==> config.mk <==
export PLATFORM = sky130hd
export DESIGN_NAME = spi_master
export DESIGN_NICKNAME = d
export VERILOG_FILES = /design/src/rtl/spi_pkg.sv /design/src/rtl/spi_clk_div.sv /design/src/rtl/spi_master.sv
export SDC_FILE = /design/constraint.sdc
export NUM_CORES = 1
export LEC_CHECK = 0
export ABC_AREA = 1
export ABC_CLOCK_PERIOD_IN_PS = 2700
export BUFFER_PORTS_ARGS = -buffer_cell sky130_fd_sc_hd__buf_2
export CORE_MARGIN = 1.5
export CORE_UTILIZATION = 55
export DETAILED_ROUTE_END_ITERATION = 8
export GPL_ROUTABILITY_DRIVEN = 1
export MAX_ROUTING_LAYER = met4
export PLACE_DENSITY = 0.86
export SYNTH_ARGS = -nofsm -noshare
export SYNTH_HDL_FRONTEND = slang
export SYNTH_HIERARCHICAL = 1
export SYNTH_SLANG_ARGS = --single-unit
==> constraint.sdc <==
create_clock -name clk -period 2.7 [get_ports clk]
set_input_delay 0.135 -clock clk [delete_from_list [all_inputs] [get_ports clk]]
set_output_delay 0.135 -clock clk [all_outputs]
set_load 0.05 [all_outputs]
==> src/rtl/spi_pkg.sv <==
// spi_pkg -- shared definitions for the SPI master.
//   spi_state_t : frame sequencer states
//   FRAME_BITS / ADDR_BITS / DATA_BITS : frame geometry
//   *_MSB / *_LSB / RW_BIT : bit positions inside the 16-bit frame,
//                            which is sent MSB first as {addr, r_or_w, wdata}
package spi_pkg;

    typedef enum logic [2:0] {
        IDLE,
        SETUP,
        SHIFT,
        TAIL,
        HOLD
    } spi_state_t;

    localparam int FRAME_BITS = 16;
    localparam int ADDR_BITS  = 7;
    localparam int DATA_BITS  = 8;

    localparam int FRAME_MSB  = FRAME_BITS - 1;
    localparam int ADDR_MSB   = FRAME_BITS - 1;
    localparam int ADDR_LSB   = FRAME_BITS - ADDR_BITS;
    localparam int RW_BIT     = DATA_BITS;
    localparam int DATA_MSB   = DATA_BITS - 1;
    localparam int DATA_LSB   = 0;

endpackage

==> src/rtl/spi_clk_div.sv <==
// spi_clk_div -- sclk half-period timer.
// Ports:
//   clk     in  : system clock
//   reset   in  : synchronous active-high reset
//   restart in  : forces the count back to 0 (used on every FSM state change)
//   tick    out : high on the last cycle of each CLK_DIV-cycle period
module spi_clk_div #(
    parameter int CLK_DIV = 4
) (
    input  logic clk,
    input  logic reset,
    input  logic restart,
    output logic tick
);

    localparam int CW = $clog2(CLK_DIV + 1);

    logic [CW-1:0] r_cnt;

    assign tick = (r_cnt == CW'(CLK_DIV - 1));

    always_ff @(posedge clk) begin
        if (reset || restart) begin
            r_cnt <= '0;
        end else if (tick) begin
            r_cnt <= '0;
        end else begin
            r_cnt <= r_cnt + CW'(1);
        end
    end

endmodule

==> src/rtl/spi_master.sv <==
// spi_master -- 16-bit SPI frame master (mode 0, MSB first).
// Frame = {addr[6:0], r_or_w, wdata[7:0]}; the last 8 bits sampled from the
// peripheral land in rdata when the frame ends.
// Ports:
//   clk, reset                : system clock, synchronous active-high reset
//   start, r_or_w, addr, wdata: frame request (start is a one-cycle pulse)
//   busy, done, rdata         : status, end-of-frame pulse, received byte
//   sclk_pin, cs_pin, mosi_pin, miso_pin : SPI pins
// Optional build macro: SPI_MASTER_LOOPBACK_EN -- receive path samples the
// outgoing mosi bit instead of miso_pin.
module spi_master
    import spi_pkg::*;
#(
    parameter int CLK_DIV = 4
) (
    input  logic                 clk,
    input  logic                 reset,
    input  logic                 start,
    input  logic                 r_or_w,
    input  logic [ADDR_BITS-1:0] addr,
    input  logic [DATA_BITS-1:0] wdata,
    output logic                 busy,
    output logic                 done,
    output logic [DATA_BITS-1:0] rdata,
    output logic                 sclk_pin,
    output logic                 cs_pin,
    output logic                 mosi_pin,
    input  logic                 miso_pin
);

    spi_state_t r_state, w_next_state;

    logic                  r_sclk;
    logic                  r_done;
    logic [FRAME_BITS-1:0] r_tx;
    logic [4:0]            r_bitcnt;
    logic [DATA_BITS-1:0]  r_rx;
    logic [DATA_BITS-1:0]  r_rdata;

    logic w_tick, w_restart;
    logic w_accept, w_rise, w_fall, w_finish, w_hold_hi, w_hold_lo;
    logic w_rx_bit;

    // Timer restarts on every state change and is parked at 0 while idle.
    assign w_restart = (w_next_state != r_state) || (r_state == IDLE);

    spi_clk_div #(.CLK_DIV(CLK_DIV)) u_div (
        .clk     (clk),
        .reset   (reset),
        .restart (w_restart),
        .tick    (w_tick)
    );

`ifdef SPI_MASTER_LOOPBACK_EN
    assign w_rx_bit = r_tx[FRAME_MSB];
`else
    assign w_rx_bit = miso_pin;
`endif

    // The first sclk rise coincides with SETUP->SHIFT, so SHIFT ends on the
    // 16th fall after 31 half-periods.
    always_comb begin
        w_next_state = r_state;
        w_accept     = 1'b0;
        w_rise       = 1'b0;
        w_fall       = 1'b0;
        w_finish     = 1'b0;
        w_hold_hi    = 1'b0;
        w_hold_lo    = 1'b0;
        case (r_state)
            IDLE: begin
                if (start) begin
                    w_accept     = 1'b1;
                    w_next_state = SETUP;
                end
            end
            SETUP: begin
                if (w_tick) begin
                    w_rise       = 1'b1;
                    w_next_state = SHIFT;
                end
            end
            SHIFT: begin
                if (w_tick) begin
                    if (r_sclk) begin
                        w_fall = 1'b1;
                        if (r_bitcnt == 5'(FRAME_BITS - 1)) w_next_state = TAIL;
                    end else begin
                        w_rise = 1'b1;
                    end
                end
            end
            TAIL: begin
                if (w_tick) begin
                    w_finish     = 1'b1;
                    w_next_state = HOLD;
                end
            end
            HOLD: begin
                // Low half-period, then one high half-period with cs high so
                // the peripheral's bit counter re-arms.
                if (w_tick) begin
                    if (r_sclk) begin
                        w_hold_lo    = 1'b1;
                        w_next_state = IDLE;
                    end else begin
                        w_hold_hi = 1'b1;
                    end
                end
            end
            default: w_next_state = IDLE;
        endcase
    end

    always_ff @(posedge clk) begin
        if (reset) begin
            r_state  <= IDLE;
            r_sclk   <= 1'b0;
            r_done   <= 1'b0;
            r_tx     <= '0;
            r_bitcnt <= '0;
            r_rx     <= '0;
            r_rdata  <= '0;
        end else begin
            r_state <= w_next_state;
            r_done  <= w_finish;
            if (w_accept) begin
                r_tx     <= {addr, r_or_w, wdata};
                r_bitcnt <= '0;
            end
            if (w_rise || w_hold_hi) begin
                r_sclk <= 1'b1;
            end else if (w_fall || w_hold_lo) begin
                r_sclk <= 1'b0;
            end
            if (w_rise) begin
                r_rx <= {r_rx[DATA_BITS-2:0], w_rx_bit};
            end
            // Shifting zeros in leaves mosi low once the frame has gone out.
            if (w_fall) begin
                r_tx     <= {r_tx[FRAME_BITS-2:0], 1'b0};
                r_bitcnt <= r_bitcnt + 5'd1;
            end
            if (w_finish) begin
                r_rdata <= r_rx;
            end
        end
    end

    assign busy     = (r_state != IDLE);
    assign cs_pin   = !((r_state == SETUP) || (r_state == SHIFT) || (r_state == TAIL));
    assign sclk_pin = r_sclk;
    assign mosi_pin = r_tx[FRAME_MSB];
    assign done     = r_done;
    assign rdata    = r_rdata;

endmodule

==> impl_metrics.ini <==
[sta]
period_share_pct = 67.2
max_freq_mhz = 551
report.final.setup_viol = 0
slew_violations = 0
worst_pin_slew_ns = 0.783
slew_headroom_pct = 47.7
hold_violations = 0
clock_skew_ns = 0.00726
finalSetupTns_ns = 0
fin_crit_ns = 1.81
rsz0062_at_grt = false

[clock_tree]
ctsResizeCount = 0
clk_latency_ns = 0.30
post-cts-setup-buffer-count = 0
numCtsBuffers = 5
cts-root-to-sink-buffers = 2
cts_num_sinks = 45
clkSlewWorstSetupHoldPaths_ns = 0.09
htreeDepth = 2
cts_tree = done
cts.hold.buffers_added = 0
cts-root-buf = clkbuf_8

[grt]
grt_first_pass_wirelength_um = 7110
grt_use_total_pct = 21.9
grt_max_degree = 29
grt_pass1_vias = 1694
antenna_found_initial = 0
grt-ovfl-total = 0

[status]
status = finished, final reports clean

[yosys]
syn_inst = 285
yosysUniqueCellTypes = 27
synth_edf_count = 0
yosysSeqAreaShare_pct = 43.8
ys_warn_count = 6
synth_top_area_cell = dfxtp_1
synth_top_area_share_pct = 43.8
syn-num-nets = 309
yosys_most_used_dff = dfxtp_1
avgSynthCellArea_um2 = 7.21
synth_area_leaders = dfxtp_1 (44%), nand2_1 (13%), nor2_1 (9.9%), o21ai_0 (5.6%), nand3_1 (5.4%)
synth_area_um2 = 2060
synth_seq_cells = 45
async_reset_ff_share_pct = 0

[setup_path]
end_kind = flip-flop
arrival_ns = 2.05
worst_setup_path_start_kind = flip-flop
ff2ff_setup_slack_ns = 0.89
cp.required_ns = 2.93
path_max_fanout = 9
crit_type = flip-flop to flip-flop

[pwr]
p_total_w = 0.00133
p_comb_share_pct = 8.5
switching_power_w = 0.000323
p_seq_share_pct = 52.7
p_leak_nw = 1.11
power.density_nw_per_um2 = 566
power_frac_clock_pct = 38.9
ir_worst_vdd_v = 0.000392
p_sw_share_pct = 24.4
internal_power_w = 0.00100

[drt]
wl_per_cell_um = 11.3
drc = 0
num_vias = 1899
drtAntennaViolNets = 0
avgViaCountPerCell = 5.22
wirelength_um = 4100
drt_iter0_drc = 211
dr.pass1.iters = 5

[floorplanning]
start_util_pct = 56.6
rows = 22
ios = 33
core-area_um2 = 3630
die_area_um2 = 4110
die_h_um = 64.1
die_width_um = 64.1

[place]
port_buffers = 32
postPlaceCellArea_um2 = 2220
place_hpwl_um = 2710
dp_cells = 356
gp_congestion = 0.942

[layout]
fin_cells = 364
finalNetCount = 339
final_area_um2 = 2340
utilization_pct = 64.4
drive_gt1_share_pct = 17.4
area_growth_syn_to_layout_pct = 13.8
diodes = 0

[flow_run]
drv_cap = 0

[min_path]
hold_class = primary input to flip-flop
[cell usage after synthesis, drive strengths merged (2+ instances only)]
cell    count
inv        16
nand3      25
dfxtp      45
ha          4
nor2       56
buf         8
o21ai      26
nand2      76
a21oi      16
or2         2
clkbuf      3
nand4       5
[logic make-up after synthesis]
logic type / count (synthesis) / share of synthesized area (%)
XOR/XNOR: 1 / 0.426
buffers and inverters: 27 / 6.15
adder cells (fa/ha/maj): 4 / 2.43
AO/OA/AOI/OAI: 43 / 10.5
flip-flops: 45 / 43.8
AND/OR/NAND/NOR: 165 / 36.6
[layout make-up]
cell class	instances	area [µm²]
inverter	16	60.1
multi-input combinational	213	1030
sequential	45	901
tap	48	60.1
fill	331	1290
clock inverter	3	46.3
clock buffer	5	68.8
timing repair buffer	34	175
[through the flow]
step                      setup WS (ns)  hold WS, ns
after floorplan                    1.05        0.204
after global placement             1.02        0.393
after detailed placement          0.936        0.402
after CTS                         0.909       0.0799
after global routing              0.753        0.113
final                             0.886       0.0798
[per-layer routing]
metal / GRT usage (%) / vias up / routed length, µm
met5: - / - / 0
met3: 5.28 / 6 / 204
li1: - / 978 / -
met4: 5.59 / 0 / 29
met1: 26.3 / 858 / 1880
met2: 37.1 / 57 / 1990
[cells in the final DEF (no fill, tap or decap)]
cell type,count
nand3_4,1
clkbuf_8,5
dfxtp_1,45
a21oi_1,16
inv_1,13
nor2_1,54
nand4_1,5
clkinv_4,1
bufinv_16,1
xor2_1,1
nand2_1,73
or2_2,1
a31oi_1,1
nand2_2,1
or2_0,1
buf_2,32
nand3_1,22
o21ai_0,23
nand2_4,2
inv_2,3
clkinvlp_4,1
buf_4,2
nor3_4,1
ha_1,4
nand3_2,2
nor2_8,2
o21ai_1,3
[worst paths after layout]
path	startpoint	endpoint	cells after the start
setup / recovery	u_div/r_cnt[0]$_SDFF_PP0_	r_rx[4]$_SDFFE_PP0P_	8
hold / removal	miso_pin	r_rx[0]$_SDFFE_PP0P_	3
setup reg to reg	u_div/r_cnt[0]$_SDFF_PP0_	r_rx[4]$_SDFFE_PP0P_	8
hold reg to reg	u_div/r_cnt[0]$_SDFF_PP0_	u_div/r_cnt[0]$_SDFF_PP0_	1
[sequential cells by signal (all words and copies together) (netlist names)]
register,count
r_tx,16
r_rx,8
rdata,8
r_bitcnt,5
r_state,3
u_div/r_cnt,3
done,1
sclk_pin,1
[critical path: stages, from the launching register on]
cell and delay, ns:
dfxtp_1 0.34, ha_1 0.15, ha_1 0.28, inv_1 0.12
nor2_1 0.13, nand3_2 0.19, nand2_1 0.28, nand2_1 0.09
a21oi_1 0.15
[power by group through the flow]
stage               registers (W)  clock network, W  logic (W)
floorplan                0.000715                 0  0.0000798
global placement         0.000712                 0   0.000110
detailed placement       0.000713                 0   0.000112
CTS                      0.000698          0.000521   0.000112
global route             0.000700          0.000548   0.000127
finish                   0.000698          0.000515   0.000112
Power figures use the tool's default switching activity.
